==> src/rtl/iic_pkg.sv <==
// Shared definitions for the IIC slave controller.
// Contents: slave FSM state enum, ACK/NACK and R/W bit encodings, default slave address.
package iic_pkg;

    typedef enum logic [3:0] {
        StIdle,
        StAddr,
        StAddrAck,
        StReg,
        StRegAck,
        StWdata,
        StWdataAck,
        StRdata,
        StRdataAck,
        StWaitStop
    } iic_slv_state_e;

    localparam logic IIC_ACK      = 1'b0;
    localparam logic IIC_NACK     = 1'b1;
    localparam logic IIC_RW_WRITE = 1'b0;
    localparam logic IIC_RW_READ  = 1'b1;

    localparam logic [6:0] IIC_SLV_ADDR_DEFAULT = 7'h50;

endpackage

==> src/rtl/iic_slv_line_sync.sv <==
// IIC line conditioner: synchronizes raw SCL/SDA, optionally filters them, and
// produces single-cycle bus events.
// Optional feature macro: IIC_SLV_GLITCH_FILT_EN (3-sample stability filter, +2 clk latency).
// Ports:
//   clk, rst      system clock, synchronous active-high reset
//   scl_i, sda_i  raw pad inputs
//   sda_o         conditioned SDA level, aligned with the event outputs
//   scl_rise_o    SCL 0->1
//   scl_fall_o    SCL 1->0
//   start_o       SDA 1->0 while SCL high
//   stop_o        SDA 0->1 while SCL high
module iic_slv_line_sync #(
    parameter int unsigned SYNC_STAGES = 2
) (
    input  logic clk,
    input  logic rst,
    input  logic scl_i,
    input  logic sda_i,
    output logic sda_o,
    output logic scl_rise_o,
    output logic scl_fall_o,
    output logic start_o,
    output logic stop_o
);

    logic [SYNC_STAGES-1:0] scl_sync_q;
    logic [SYNC_STAGES-1:0] sda_sync_q;
    logic                   scl_s;
    logic                   sda_s;
    logic                   scl_ln;
    logic                   sda_ln;

    // Reset to the idle bus level so leaving reset never looks like an event.
    always_ff @(posedge clk) begin
        if (rst) begin
            scl_sync_q <= '1;
            sda_sync_q <= '1;
        end else begin
            scl_sync_q <= {scl_sync_q[SYNC_STAGES-2:0], scl_i};
            sda_sync_q <= {sda_sync_q[SYNC_STAGES-2:0], sda_i};
        end
    end

    assign scl_s = scl_sync_q[SYNC_STAGES-1];
    assign sda_s = sda_sync_q[SYNC_STAGES-1];

`ifdef IIC_SLV_GLITCH_FILT_EN
    logic [1:0] scl_hist_q;
    logic [1:0] sda_hist_q;
    logic       scl_filt_q;
    logic       sda_filt_q;
    logic       scl_filt;
    logic       sda_filt;

    // Output follows the input only once the current and two previous samples agree.
    always_comb begin
        scl_filt = scl_filt_q;
        sda_filt = sda_filt_q;
        if (scl_s == scl_hist_q[0] && scl_s == scl_hist_q[1]) begin
            scl_filt = scl_s;
        end
        if (sda_s == sda_hist_q[0] && sda_s == sda_hist_q[1]) begin
            sda_filt = sda_s;
        end
    end

    always_ff @(posedge clk) begin
        if (rst) begin
            scl_hist_q <= 2'b11;
            sda_hist_q <= 2'b11;
            scl_filt_q <= 1'b1;
            sda_filt_q <= 1'b1;
        end else begin
            scl_hist_q <= {scl_hist_q[0], scl_s};
            sda_hist_q <= {sda_hist_q[0], sda_s};
            scl_filt_q <= scl_filt;
            sda_filt_q <= sda_filt;
        end
    end

    assign scl_ln = scl_filt;
    assign sda_ln = sda_filt;
`else
    assign scl_ln = scl_s;
    assign sda_ln = sda_s;
`endif

    logic scl_prev_q;
    logic sda_prev_q;
    logic scl_rise_q;
    logic scl_fall_q;
    logic start_q;
    logic stop_q;

    always_ff @(posedge clk) begin
        if (rst) begin
            scl_prev_q <= 1'b1;
            sda_prev_q <= 1'b1;
            scl_rise_q <= 1'b0;
            scl_fall_q <= 1'b0;
            start_q    <= 1'b0;
            stop_q     <= 1'b0;
        end else begin
            scl_prev_q <= scl_ln;
            sda_prev_q <= sda_ln;
            scl_rise_q <= scl_ln & ~scl_prev_q;
            scl_fall_q <= ~scl_ln & scl_prev_q;
            start_q    <= scl_ln & scl_prev_q & sda_prev_q & ~sda_ln;
            stop_q     <= scl_ln & scl_prev_q & ~sda_prev_q & sda_ln;
        end
    end

    // sda_prev_q holds the level that produced the current event outputs.
    assign sda_o      = sda_prev_q;
    assign scl_rise_o = scl_rise_q;
    assign scl_fall_o = scl_fall_q;
    assign start_o    = start_q;
    assign stop_o     = stop_q;

endmodule

==> src/rtl/iic_slv_ctrl.sv <==
// Byte-level IIC slave controller with an 8-bit auto-incrementing register pointer.
// Optional feature macro: IIC_SLV_GLITCH_FILT_EN (passed through to iic_slv_line_sync).
// Ports:
//   clk, rst        system clock (>= 16x SCL), synchronous active-high reset
//   scl_i, sda_i    raw bus lines
//   sda_oe          1 = pull SDA low (open drain)
//   slv_reg_addr    register pointer, valid with slv_wr / slv_rd_req
//   slv_wdata       write data, valid with slv_wr
//   slv_wr          1-clk write strobe
//   slv_rd_req      1-clk read request; slv_rdata captured 2 clk later
//   slv_rdata       read data from the application
//   slv_busy        addressed (address ACKed) until START/STOP
//   slv_trans_done  1-clk pulse on STOP ending an addressed transfer
//   slv_trans_err   sticky START/STOP mid-byte flag, cleared by the next START
module iic_slv_ctrl
    import iic_pkg::*;
#(
    parameter logic [6:0]  SLV_ADDR    = IIC_SLV_ADDR_DEFAULT,
    parameter int unsigned SYNC_STAGES = 2
) (
    input  logic       clk,
    input  logic       rst,
    input  logic       scl_i,
    input  logic       sda_i,
    output logic       sda_oe,
    output logic [7:0] slv_reg_addr,
    output logic [7:0] slv_wdata,
    output logic       slv_wr,
    output logic       slv_rd_req,
    input  logic [7:0] slv_rdata,
    output logic       slv_busy,
    output logic       slv_trans_done,
    output logic       slv_trans_err
);

    logic sda_ln;
    logic scl_rise;
    logic scl_fall;
    logic start_ev;
    logic stop_ev;

    iic_slv_line_sync #(
        .SYNC_STAGES(SYNC_STAGES)
    ) u_line_sync (
        .clk       (clk),
        .rst       (rst),
        .scl_i     (scl_i),
        .sda_i     (sda_i),
        .sda_o     (sda_ln),
        .scl_rise_o(scl_rise),
        .scl_fall_o(scl_fall),
        .start_o   (start_ev),
        .stop_o    (stop_ev)
    );

    iic_slv_state_e state_q, state_d;
    logic [7:0] shreg_q, shreg_d;
    logic [2:0] bit_cnt_q, bit_cnt_d;
    logic       bit_open_q, bit_open_d;
    logic       oe_q, oe_d;
    logic [7:0] ptr_q, ptr_d;
    logic [7:0] wdata_q, wdata_d;
    logic       rw_q, rw_d;
    logic       wr_q, wr_d;
    logic       rd_q, rd_d;
    logic       rd_pipe_q;
    logic       busy_q, busy_d;
    logic       done_q, done_d;
    logic       err_q, err_d;

    logic [7:0] rx_byte;
    logic       last_bit;
    logic       addr_match;
    logic       bit_fall;
    logic       in_data;
    logic       err_cond;

    assign rx_byte    = {shreg_q[6:0], sda_ln};
    assign last_bit   = (bit_cnt_q == 3'd7);
    assign addr_match = (rx_byte[7:1] == SLV_ADDR);
    // bit_cnt counts completed bits (a rise followed by a fall). The SCL fall that
    // follows START closes no bit, and the rise preceding Sr/STOP opens one that
    // never completes, so neither disturbs the count.
    assign bit_fall   = scl_fall & bit_open_q;
    assign in_data    = (state_q == StAddr) || (state_q == StReg) ||
                        (state_q == StWdata) || (state_q == StRdata);
    assign err_cond   = busy_q & in_data & (bit_cnt_q != 3'd0);

    // State register
    always_ff @(posedge clk) begin
        if (rst) begin
            state_q <= StIdle;
        end else begin
            state_q <= state_d;
        end
    end

    // Next-state logic; bus conditions override bit activity.
    always_comb begin
        state_d = state_q;
        if (start_ev) begin
            state_d = StAddr;
        end else if (stop_ev) begin
            state_d = StIdle;
        end else begin
            unique case (state_q)
                StAddr: begin
                    if (scl_rise && last_bit) begin
                        state_d = addr_match ? StAddrAck : StWaitStop;
                    end
                end
                StAddrAck: begin
                    if (bit_fall && bit_cnt_q != 3'd0) begin
                        state_d = (rw_q == IIC_RW_WRITE) ? StReg : StRdata;
                    end
                end
                StReg: begin
                    if (scl_rise && last_bit) state_d = StRegAck;
                end
                StRegAck: begin
                    if (bit_fall && bit_cnt_q != 3'd0) state_d = StWdata;
                end
                StWdata: begin
                    if (scl_rise && last_bit) state_d = StWdataAck;
                end
                StWdataAck: begin
                    if (bit_fall && bit_cnt_q != 3'd0) state_d = StWdata;
                end
                StRdata: begin
                    if (scl_rise && last_bit) state_d = StRdataAck;
                end
                StRdataAck: begin
                    if (scl_rise && bit_cnt_q != 3'd0 && sda_ln == IIC_NACK) begin
                        state_d = StWaitStop;
                    end else if (bit_fall && bit_cnt_q != 3'd0) begin
                        state_d = StRdata;
                    end
                end
                default: state_d = state_q;
            endcase
        end
    end

    // Datapath and output next-state logic
    always_comb begin
        shreg_d    = shreg_q;
        bit_cnt_d  = bit_cnt_q;
        bit_open_d = bit_open_q;
        oe_d       = oe_q;
        ptr_d      = ptr_q;
        wdata_d    = wdata_q;
        rw_d       = rw_q;
        wr_d       = 1'b0;
        rd_d       = 1'b0;
        busy_d     = busy_q;
        done_d     = 1'b0;
        err_d      = err_q;

        if (wr_q) ptr_d = ptr_q + 8'd1;
        if (rd_pipe_q) shreg_d = slv_rdata;

        if (scl_rise) begin
            bit_open_d = 1'b1;
        end else if (scl_fall) begin
            bit_open_d = 1'b0;
        end

        if (start_ev) begin
            bit_cnt_d  = 3'd0;
            bit_open_d = 1'b0;
            oe_d       = 1'b0;
            busy_d     = 1'b0;
            err_d      = err_cond;
        end else if (stop_ev) begin
            oe_d   = 1'b0;
            busy_d = 1'b0;
            done_d = busy_q;
            err_d  = err_q | err_cond;
        end else begin
            unique case (state_q)
                StAddr, StReg, StWdata: begin
                    if (scl_rise) begin
                        shreg_d = rx_byte;
                        if (last_bit) begin
                            bit_cnt_d = 3'd0;
                            if (state_q == StAddr && addr_match) begin
                                busy_d = 1'b1;
                                rw_d   = rx_byte[0];
                            end
                            if (state_q == StReg) ptr_d = rx_byte;
                            if (state_q == StWdata) begin
                                wr_d    = 1'b1;
                                wdata_d = rx_byte;
                            end
                        end
                    end else if (bit_fall) begin
                        bit_cnt_d = bit_cnt_q + 3'd1;
                    end
                end
                // Ack phases: first fall drives ACK, second fall ends the ACK bit.
                StAddrAck, StRegAck, StWdataAck: begin
                    if (bit_fall) begin
                        if (bit_cnt_q == 3'd0) begin
                            oe_d      = 1'b1;
                            bit_cnt_d = 3'd1;
                        end else begin
                            bit_cnt_d = 3'd0;
                            oe_d      = 1'b0;
                            if (state_q == StAddrAck && rw_q == IIC_RW_READ) begin
                                oe_d = ~shreg_q[7];
                            end
                        end
                    end else if (scl_rise && state_q == StAddrAck && bit_cnt_q != 3'd0 &&
                                 rw_q == IIC_RW_READ) begin
                        rd_d = 1'b1;
                    end
                end
                StRdata: begin
                    if (scl_rise) begin
                        shreg_d = {shreg_q[6:0], 1'b0};
                        if (last_bit) bit_cnt_d = 3'd0;
                    end else if (bit_fall) begin
                        bit_cnt_d = bit_cnt_q + 3'd1;
                        oe_d      = ~shreg_q[7];
                    end
                end
                StRdataAck: begin
                    if (bit_fall) begin
                        if (bit_cnt_q == 3'd0) begin
                            oe_d      = 1'b0;
                            bit_cnt_d = 3'd1;
                        end else begin
                            bit_cnt_d = 3'd0;
                            oe_d      = ~shreg_q[7];
                        end
                    end else if (scl_rise && bit_cnt_q != 3'd0 && sda_ln == IIC_ACK) begin
                        // Pointer and request register together, so the request
                        // carries the incremented pointer.
                        ptr_d = ptr_q + 8'd1;
                        rd_d  = 1'b1;
                    end
                end
                default: begin
                    oe_d = 1'b0;
                end
            endcase
        end
    end

    always_ff @(posedge clk) begin
        if (rst) begin
            shreg_q    <= 8'h00;
            bit_cnt_q  <= 3'd0;
            bit_open_q <= 1'b0;
            oe_q       <= 1'b0;
            ptr_q      <= 8'h00;
            wdata_q    <= 8'h00;
            rw_q       <= 1'b0;
            wr_q       <= 1'b0;
            rd_q       <= 1'b0;
            rd_pipe_q  <= 1'b0;
            busy_q     <= 1'b0;
            done_q     <= 1'b0;
            err_q      <= 1'b0;
        end else begin
            shreg_q    <= shreg_d;
            bit_cnt_q  <= bit_cnt_d;
            bit_open_q <= bit_open_d;
            oe_q       <= oe_d;
            ptr_q      <= ptr_d;
            wdata_q    <= wdata_d;
            rw_q       <= rw_d;
            wr_q       <= wr_d;
            rd_q       <= rd_d;
            rd_pipe_q  <= rd_q;
            busy_q     <= busy_d;
            done_q     <= done_d;
            err_q      <= err_d;
        end
    end

    assign sda_oe         = oe_q;
    assign slv_reg_addr   = ptr_q;
    assign slv_wdata      = wdata_q;
    assign slv_wr         = wr_q;
    assign slv_rd_req     = rd_q;
    assign slv_busy       = busy_q;
    assign slv_trans_done = done_q;
    assign slv_trans_err  = err_q;

endmodule

==> config.mk <==
export PLATFORM = sky130hd
export DESIGN_NAME = iic_slv_ctrl
export DESIGN_NICKNAME = d
export VERILOG_FILES = /design/src/rtl/iic_pkg.sv /design/src/rtl/iic_slv_line_sync.sv /design/src/rtl/iic_slv_ctrl.sv
export SDC_FILE = /design/constraint.sdc
export NUM_CORES = 1
export LEC_CHECK = 0
export ABC_AREA = 1
export ABC_CLOCK_PERIOD_IN_PS = 1900
export CAP_MARGIN = 5
export CORE_ASPECT_RATIO = 1.1
export CORE_MARGIN = 2
export CORE_UTILIZATION = 41
export CTS_CLUSTER_DIAMETER = 150
export CTS_CLUSTER_SIZE = 25
export DETAILED_ROUTE_END_ITERATION = 8
export HOLD_SLACK_MARGIN = 0.02
export PLACE_DENSITY = 0.59
export SYNTH_ARGS = -nofsm -noshare
export SYNTH_HDL_FRONTEND = slang
export SYNTH_SLANG_ARGS = --single-unit
export TNS_END_PERCENT = 50
==> constraint.sdc <==
create_clock -name clk -period 1.9 [get_ports clk]
set_input_delay 0.285 -clock clk [delete_from_list [all_inputs] [get_ports clk]]
set_output_delay 0.285 -clock clk [all_outputs]
set_load 0.02 [all_outputs]
* Yosys cells after proc, flatten, opt, wreduce, memory -nomap -nowiden
Index checks and enable logic that the tools add are counted.
** Operators by class
- Add/subtract/negate cells :: 2
- Eq/ne operators :: 31
- Multiplexer cells :: 52
- Bitwise logic cells :: 21
- Reduce and logical (&&, ||, !) cells :: 36
** Operators by type and width (count)
- $mux 8 :: 13
- $mux 4 :: 9
- $pmux 8 s2 :: 2
- $pmux 4 s7 :: 1
- $mux 1 :: 19
- $eq 4x3->1 const B :: 4
- $ne 4x1->1 const B :: 4
- $reduce_and 8->1 :: 2
- $mux 3 :: 5
- $ne 2x2->1 const B :: 6
- $reduce_and 6->1 :: 2
- $reduce_or 3->1 :: 4
- $and 1x1->1 :: 10
- $logic_and 1x1->1 :: 10
- $ne 2x1->1 const B :: 5
- $not 1->1 :: 10
- $reduce_and 5->1 :: 2
- $reduce_bool 9->1 :: 1
- $add 8x1->8 const B :: 1
- $eq 4x2->1 const B :: 2
- $ne 4x2->1 const B :: 2
- $reduce_or 4->1 :: 2
- $eq 7x7->1 const B :: 1
- $reduce_bool 7->1 :: 1
- 18 further kinds :: 24
** Storage, ports and cells
- Flip-flop bits (word level) :: 50
- Input port bits :: 12
- Output and inout port bits :: 22
- Logic and storage cells :: 165

* Logic depth before layout (Yosys ltp)
Gate-level depths: netlist (run 1).
- Word-level depth :: 9
- Mapped depth :: 12
- Gate-level depth less buffers :: 12

* Modules after synthesis
Synthesis (run 1) repeated with hierarchy kept, for this count alone.
** Second synthesis, totals
- Cell total of the unflattened synthesis :: 396
- Area, all modules :: 2662.6 sq um
** Modules (own cells, without submodules)
- iic_slv_ctrl :: instances 1, cells each 368, area an instance 2381.0 sq um, seq. area each 800.8 sq um
- iic_slv_line_sync :: instances 1, cells each 28, area an instance 281.5 sq um, seq. area each 200.2 sq um

* Least setup slack after synthesis (run 1)
No wires, ideal clock.
- Path type :: register -> register
- Start :: register ptr_q[0], in the netlist slv_reg_addr[0]
- End :: register ptr_q[6], in the netlist slv_reg_addr[6]
- Library setup time :: 0.062 ns
- Arrival time :: 1.416 ns
- Required time :: 1.838 ns
- Setup slack :: 0.423 ns
- Cell stages (with the launch flop) :: 11
- Path buffers :: 0
- Clock period less this slack :: 1.477 ns
- Cell sequence :: dfxtp_1 ha_1 nand2_1 inv_1 nand2_1 nor2_1 xor2_1 nand2_1 nand2_1 nand2_1 nand3_1
** Between the ends
- Cells in the longest elaborated chain, start to end :: 8
- Elaborated cells between the ends (all ways) :: 10
- Those cells by class :: add/sub: 1; mux: 9
** RTL lines
- start, declared :: line iic_slv_ctrl.sv:61 : logic [7:0] ptr_q, ptr_d;
- start signal, assigned :: line iic_slv_ctrl.sv:270 : ptr_q <= ptr_d;
- $add 8x1->8 * :: line iic_slv_ctrl.sv:159, iic_slv_ctrl.sv:239
- $mux 8 :: line iic_slv_ctrl.sv:159 : if (wr_q) ptr_d = ptr_q + 8'd1;
- $mux 8 :: line iic_slv_ctrl.sv:190 : if (state_q == StReg) ptr_d = rx_byte;
- $mux 8 :: line iic_slv_ctrl.sv:184 : if (last_bit) begin
- $mux 8 :: line iic_slv_ctrl.sv:182 : if (scl_rise) begin
- $pmux 8 s2 :: line iic_slv_ctrl.sv:180 : unique case (state_q)
- $mux 8 :: line iic_slv_ctrl.sv:174 : end else if (stop_ev) begin
- $mux 8 * :: line iic_slv_ctrl.sv:168 : if (start_ev) begin
Mark *: on every way between the ends. The rest lies on a longest branch, timed or not.
A chain may end at the register's enable or synchronous reset.

* Final worst setup path (run 1)
- Start :: register bit_cnt_q[0]
- End :: register ptr_q[0], in the netlist slv_reg_addr[0]
** Between the ends
- Cells in the longest elaborated chain, start to end :: 8
- Elaborated cells between the ends (all ways) :: 11
- Those cells by class :: eq/ne: 1; mux: 7; reduce/logical: 3
** RTL lines
- start, declared :: line iic_slv_ctrl.sv:58 : logic [2:0] bit_cnt_q, bit_cnt_d;
- start signal, assigned :: line iic_slv_ctrl.sv:267 : bit_cnt_q <= bit_cnt_d;
- $reduce_bool 3->1 :: line iic_slv_ctrl.sv:236 : end else if (scl_rise && bit_cnt_q != 3'd0 && sda_ln == IIC_ACK) begin
- $logic_and 1x1->1 (2 in a row) :: line iic_slv_ctrl.sv:236
- $mux 8 :: line iic_slv_ctrl.sv:236
- $mux 8 :: line iic_slv_ctrl.sv:228 : if (bit_fall) begin
- $pmux 8 s2 * :: line iic_slv_ctrl.sv:180
- $mux 8 * :: line iic_slv_ctrl.sv:174
- $mux 8 * :: line iic_slv_ctrl.sv:168
Marks and branches as above.

==> results of run 1 <==
logic make-up after synthesis:
| group | synth area share |
|---|---|
| AO/OA/AOI/OAI | 0.145 |
| XOR/XNOR | 0.0134 |
| adder cells (fa/ha/maj) | 0.0191 |
| buffers and inverters | 0.0854 |
| flip-flops | 0.382 |
| AND/OR/NAND/NOR | 0.356 |
worst max-delay path by stage:
stage / endpoint / slack, ns / cells after the start
4_1_cts: slv_reg_addr[0]$_SDFF_PP0_ / 0.16 / 9
5_1_grt: slv_reg_addr[0]$_SDFF_PP0_ / 0.003 / 9
6_report: slv_reg_addr[0]$_SDFF_PP0_ / 0.14 / 9
2_1_floorplan: slv_reg_addr[6]$_SDFF_PP0_ / 0.42 / 10
3_3_place_gp: slv_reg_addr[0]$_SDFF_PP0_ / 0.19 / 9
3_5_place_dp: slv_reg_addr[7]$_SDFF_PP0_ / 0.17 / 9
state kept, by name (all words and copies together), names as in the netlist, 2 cells and up:
signal / flops
u_line_sync.scl_sync_q: 2
slv_wdata: 8
u_line_sync.sda_sync_q: 2
state_q: 4
slv_reg_addr: 8
bit_cnt_q: 3
shreg_q: 8
through the flow:
stage	area (um^2)	setup WS [ns]	util	hold slack [ns]
after floorplan	2620	0.423	-	0.389
after global placement	3100	0.187	0.501	0.397
after detailed placement	3100	0.166	0.501	0.401
after CTS	3180	0.163	0.514	0.427
after global routing	3180	0.00348	0.514	0.447
final	3180	0.142	0.514	0.424
area by class of cell:
class                   instances  share of cell area
repair buffers                 44               0.130
multi-input cells             286               0.439
flip-flops and latches         50               0.315
well taps                      80              0.0315
inverters                      51              0.0602
clock inverters                 1             0.00236
clock buffers                   6              0.0228
synth_stat cells, types with 4 or more instances:
master / number / area share
ha_1: 4 / 0.019
nor2_1: 35 / 0.050
nor3_1: 5 / 0.0095
inv_1: 47 / 0.067
o21ai_0: 29 / 0.055
nand2_1: 123 / 0.18
nand3_1: 18 / 0.034
nand2_2: 9 / 0.021
o21ai_1: 5 / 0.0095
a21oi_1: 18 / 0.034
a21oi_2: 7 / 0.023
inv_2: 4 / 0.0057
dfxtp_1: 50 / 0.38
or2_2: 4 / 0.0095
nor2_2: 4 / 0.0095
power by group through the flow:
stage,logic (mW),clock network (mW),registers [mW]
6_report,1.27,0.600,1.23
2_1_floorplan,0.949,0,1.23
4_1_cts,1.27,0.619,1.23
3_5_place_dp,1.26,0,1.26
3_3_place_gp,1.26,0,1.25
5_1_grt,1.45,0.659,1.25
metal layers:
layer / vias up / track usage / share of wire
met5: - / 0 / 0
met4: 0 / 0.0462 / 0.0086
li1: 1337 / - / -
met3: 4 / 0.0309 / 0.034
met1: 1137 / 0.276 / 0.49
met2: 46 / 0.323 / 0.47
critical path, stage by stage (launching register included):
cell	delay (ns)
dfxtp_1	0.36
inv_1	0.06
ha_1	0.20
nand2_1	0.14
nand4_1	0.18
nor2_2	0.33
inv_1	0.15
nor2_1	0.11
a21oi_1	0.05
o21ai_1	0.12
==> results.sh, run 1 <==
export IMPL_grt_pass1_wl_mm=11.0
export IMPL_seqCellArea_um2=1000
export IMPL_power_frac_seq=0.397
export IMPL_antenna_found_initial=0
export IMPL_layout_nets=454
export IMPL_r2r_cells=9
export IMPL_rrSetupSlack_ns=0.14
export IMPL_netlist_area_um2=2620
export IMPL_drc=0
export IMPL_end_kind="flop"
export IMPL_grt_ovfl_total=0
export IMPL_clkTransAtPathRegs_ns=0.09
export IMPL_core_um2=6190
export IMPL_multi_input_area_um2=1400
export IMPL_path_max_fanout=7
export IMPL_ctsHoldBuffers=0
export IMPL_routabilityCongestion=0.888
export IMPL_tightestPinTransition_ns=0.405
export IMPL_h_tree_depth=2
export IMPL_final_common_cell="nand2_1"
export IMPL_r2r_end="slv_reg_addr[0]$_SDFF_PP0_"
export IMPL_post_cts_buffers=0
export IMPL_numCtsBuffers=5
export IMPL_drt_iter0_drc=121
export IMPL_cts_sinks=50
export IMPL_rsz0062_at_grt="no"
export IMPL_wl_mm=6.62
export IMPL_critPathLaunch="bit_cnt_q[0]$_SDFFE_PP0P_"
export IMPL_firstDrtPassIters=4
export IMPL_peakVddDrop_uv=608
export IMPL_worstSkewPairLatency_ns=0.30
export IMPL_p_leak_nw=1.40
export IMPL_ant_nets=0
export IMPL_power_density_nw_per_um2=974
export IMPL_required_ns=2.13
export IMPL_path_class="reg -> reg"
export IMPL_ys_ff_latch=50
export IMPL_r2r_start="bit_cnt_q[0]$_SDFFE_PP0P_"
export IMPL_power_mw=3.10
export IMPL_n_fill_cell=655
export IMPL_switching_power_mw=1.28
export IMPL_cts_buffer_depth=2
export IMPL_min_period_over_period=0.925
export IMPL_syn2layout_area_growth_pct=21.4
export IMPL_avgSynthCellArea_um2=6.67
export IMPL_finalCriticalPeriod_ns=1.76
export IMPL_worstHoldPathCells=1
export IMPL_tritoncts="done"
export IMPL_diodes=0
export IMPL_hold_end="u_line_sync.scl_sync_q[1]$_SDFF_PP1_"
export IMPL_tns_ns=0
export IMPL_track_usage=0.198
export IMPL_yosysUniqueCellTypes=33
export IMPL_p_sw_frac=0.412
export IMPL_synth_nets=409
export IMPL_synthCells=393
export IMPL_max_slew_margin=0.730
export IMPL_dp_hpwl_mm=5.15
export IMPL_seq_area_frac_synth=0.382
export IMPL_p_clk_frac=0.194
export IMPL_dieArea_um2=7050
export IMPL_synth_warning_count=0
export IMPL_grt_max_degree=18
export IMPL_max_cap_violations=0
export IMPL_synth_edf_count=0
export IMPL_synthFlopType="dfxtp_1"
export IMPL_combinationalPowerShare=0.409
export IMPL_final_layout_size_suffix_gt1_frac=0.119
export IMPL_arrival_ns=1.99
export IMPL_status="finished clean"
export IMPL_maxSlewViolCount=0
export IMPL_grt_pass1_vias=2330
export IMPL_die_y_um=87.9
export IMPL_intPower_mw=1.82
export IMPL_max_freq_mhz=569
export IMPL_row_count=30
export IMPL_async_flop_share=0
export IMPL_portBuffers=33
export IMPL_io_pins=34
export IMPL_initial_core_util=0.423
export IMPL_hold_class="reg -> reg"
export IMPL_most_common_layout_cells="nand2_1 (123), dfxtp_1 (50), inv_1 (47)"
export IMPL_die_w_um=80.2
export IMPL_startpoint_type="flop"
export IMPL_placed_cells=511
export IMPL_vias=2524
export IMPL_final_setup_skew_ns=0.00645
export IMPL_cts_root_buf="clkbuf_8"
export IMPL_finalNonFillerCells=518
export IMPL_viasPerCell=4.87
export IMPL_hold_viol=0
export IMPL_min_delay_start="u_line_sync.scl_sync_q[0]$_SDFF_PP1_"
export IMPL_setup_viol_count_final=0
export IMPL_wl_per_cell_um=12.8
export IMPL_cts_resized=0
Power figures use the tool's default switching activity.
==> inputs of run 2 (changes only) <==
--- a/config.mk
+++ b/config.mk
@@ -12,7 +12,6 @@
 export CORE_MARGIN = 2
 export CORE_UTILIZATION = 41
 export CTS_CLUSTER_DIAMETER = 150
-export CTS_CLUSTER_SIZE = 25
 export DETAILED_ROUTE_END_ITERATION = 8
 export HOLD_SLACK_MARGIN = 0.02
 export PLACE_DENSITY = 0.59
==> results of run 2 <==
Final layout, timing and power as in run 1 (identical DEF).
==> inputs of run 3 (changes only) <==
--- a/config.mk
+++ b/config.mk
@@ -7,13 +7,11 @@
 export LEC_CHECK = 0
 export ABC_AREA = 1
 export ABC_CLOCK_PERIOD_IN_PS = 1900
-export CAP_MARGIN = 5
 export CORE_ASPECT_RATIO = 1.1
 export CORE_MARGIN = 2
 export CORE_UTILIZATION = 41
 export CTS_CLUSTER_DIAMETER = 150
 export DETAILED_ROUTE_END_ITERATION = 8
-export HOLD_SLACK_MARGIN = 0.02
 export PLACE_DENSITY = 0.59
 export SYNTH_ARGS = -nofsm -noshare
 export SYNTH_HDL_FRONTEND = slang
==> results of run 3 <==
Final layout, timing and power as in run 1 (identical DEF).
==> RTL edit (config.mk and constraints of run 2) <==
Take the reset off `wdata_q` and load it in a clocked block of its own.
--- a/src/rtl/iic_slv_ctrl.sv
+++ b/src/rtl/iic_slv_ctrl.sv
@@ -256,3 +256,2 @@
             ptr_q      <= 8'h00;
-            wdata_q    <= 8'h00;
             rw_q       <= 1'b0;
@@ -270,3 +269,2 @@
             ptr_q      <= ptr_d;
-            wdata_q    <= wdata_d;
             rw_q       <= rw_d;
@@ -279,2 +277,6 @@
         end
+    end
+
+    always_ff @(posedge clk) begin
+        wdata_q <= wdata_d;
     end
Behaviour: no difference found for any inputs over 10 cycles, from zero or initial values and one cycle with rst high; that may be too few to reach the edited logic, so the function may still have changed.
==> RTL edit against run 2 <==
Power increased by 7.7%. Setup slack worse by 0.045 ns. Synthesized area shrank 1.9%. Fmax shrank 2.5%. Count of clock-buffer cells in the layout shrank 1. Wire length shrank 5.4%. Sequential cell count stayed put. Clock power is 7.0% higher. Final area fell by 0.75%. Largest cell class unchanged.
==> RTL edit: results (changes against run 2) <==
Power and ir drop
  • Sw power: 1.44 mW (+12%)
  • Peak VDD IR: 0.000458 V (-25%)
  • Leakage: 1.31 nW (-6.0%)

Placement
  • I/O Buffers: 33 (unchanged)
  • Final HPWL DP: 4.75 mm (-7.9%)
  • Placed cells: 479 (-6.3%)
  • GP Congestion: 0.962 (+8.4%)

Clock network
  • H-tree depth: 2 (unchanged)
  • Clk slew on worst S/H paths: 0.10 ns
  • CTS Buf Count: 5 (unchanged)
  • Maximum buffer depth of the clock tree: 2 (unchanged)
  • Clk Latency, worst-skew pair: 0.31 ns
  • Root Buffer: clkbuf_8

Layout
  • Ant. Diodes: 0 (unchanged)
  • Fin cells: 489 (-5.6%)
  • Share of cells above drive strength 1: 11.7% (-0.14 points)
  • FILL cells: 612 (-6.6%)
  • Total Nets Final: 424 (-6.6%)

Logic synthesis
  • Area contributors post-synth: dfxtp_1 (33%), nand2_1 (13%), edfxtp_1 (9.3%), nor2_1 (6.7%), inv_1 (6.3%)
  • Synth warn: 0 (unchanged)
  • Library cells used by synthesis: 30 (-9.1%)
  • Synthesized area per cell: 7.09 sq um (+6.2%)
  • Post-synthesis sequential area ratio: 42.0% (+3.8 points)
  • Post-synth EDFFs: 8 (+8)
  • Post-Syn Nets: 379 (-7.3%)
  • Most instantiated cells after synthesis: nand2_1 (89), nor2_1 (46), inv_1 (43)
  • Ys async rst share: 0% (unchanged)

GRT
  • Initial antenna violation count: 0 (unchanged)
  • First-pass GRT wire length: 10.1 mm (-8.5%)
  • Pin count of the biggest net entering global routing: 17 (-1)
  • Vias in the first global route: 2162 (-7.2%)
  • GR Util All Layers: 18.5% (-1.2 points)

Route
  • Average wire per standard cell: 12.8 microns (+0.22%)
  • DR iter-0 viols: 122 (+0.83%)
  • Number of detailed-route iterations in the first pass: 4 (unchanged)
  • Total number of vias: 2460 (-2.5%)

Critical path
  • Worst Path Arrival: 1.83 ns (-0.16 ns)
  • Setup slack, reg-to-reg: 0.1 ns (-0.04 ns)
  • Crit-path max FO: 8 (+1)
  • Worst Reg-to-Reg Cells: 7 (-2)

Status
  • Status: completed

Hold path
  • Worst hold path depth: 1 (unchanged)
  • Hold Crit Class: reg2reg

STA
  • Hold WS: 0.416 ns (-0.00804 ns)
  • Worst-Margin Slew: 0.469 ns (+0.0640 ns)
  • Worst Skew: 0.0111 ns (+0.00468 ns)
==> RTL edit: changes by cell type in the layout (fill, tap and decap cells not counted), moves of 4 or more <==
cell and delta:
inv_1 -4, nand2_1 -34, a21oi_1 +6, edfxtp_1 +8
dfxtp_1 -8, a21oi_2 -7, nor2_1 +10
==> RTL edit: logic make-up (layout without fill, tap and decap cells) <==
| logic type | count (synthesis) | in the layout | share of synthesized area (%) |
|---|---|---|---|
| buffers and inverters | 55 | 101 | 8.07 |
| muxes | 1 | 1 | 0.389 |
| DFF | 50 | 50 | 42.0 |
| adders and majority gates | 4 | 4 | 1.95 |
| and+or+nand+nor | 186 | 186 | 32.6 |
| AOI/OAI and AO/OA | 62 | 62 | 13.3 |
| xor gates and xnor gates | 5 | 5 | 1.70 |
==> RTL edit: worst max-delay path, cell delays in order (launching register included) <==
cell and delay, ns:
dfxtp_1 0.42, inv_1 0.13, nor2_1 0.20, inv_1 0.12, nor3_2 0.21, nand2_1 0.10
nor4_2 0.13, buf_4 0.20
==> RTL edit: power groups by stage <==
stage               clock network (mW)  logic [mW]  registers [mW]
global placement                     0        1.39            1.29
global route                     0.703        1.59            1.28
detailed placement                   0        1.39            1.29
finish                           0.642        1.42            1.27
floorplan                            0        1.10            1.27
CTS                              0.653        1.40            1.27
==> RTL edit: area by class of cell <==
cell class | count | area share (%)
Tap cell | 80 | 3.17
Inverter | 51 | 6.10
Multi-Input combinational cell | 258 | 41.1
Clock inverter | 3 | 0.634
Sequential cell | 50 | 34.2
Timing Repair Buffer | 42 | 12.6
Clock buffer | 5 | 2.18
==> RTL edit: what timing repair did <==
action / 4_1_cts / 5_1_grt
gates resized for setup: 0 / 2
setup endpoints to repair: 0 / 9
setup buffers: 0 / 2
==> RTL edit: worst paths after layout <==
path	start	endpoint
hold / removal	u_line_sync.sda_sync_q[0]	u_line_sync.sda_sync_q[1]
hold reg to reg	u_line_sync.sda_sync_q[0]	u_line_sync.sda_sync_q[1]
setup reg to reg	state_q[2]	slv_wdata[6]
setup / recovery	state_q[2]	slv_wdata[6]
==> RTL edit: layer usage <==
layer	routed length (microns)	global-route usage (%)
met1	3070	24.8
met4	115	5.80
met3	245	2.80
met2	2830	30.8
met5	0	0
==> RTL edit: metrics by stage <==
| stage | area [sq um] | total power, mW | setup WS [ns] | util (%) |
|---|---|---|---|---|
| CTS | 3140 | 3.32 | 0.106 | 51.2 |
| floorplan | 2580 | 2.37 | 0.0525 | - |
| global placement | 3050 | 2.68 | 0.252 | 49.8 |
| detailed placement | 3050 | 2.68 | 0.129 | 49.8 |
| finish | 3160 | 3.34 | 0.0974 | 51.6 |
| global route | 3160 | 3.58 | 0.00837 | 51.6 |
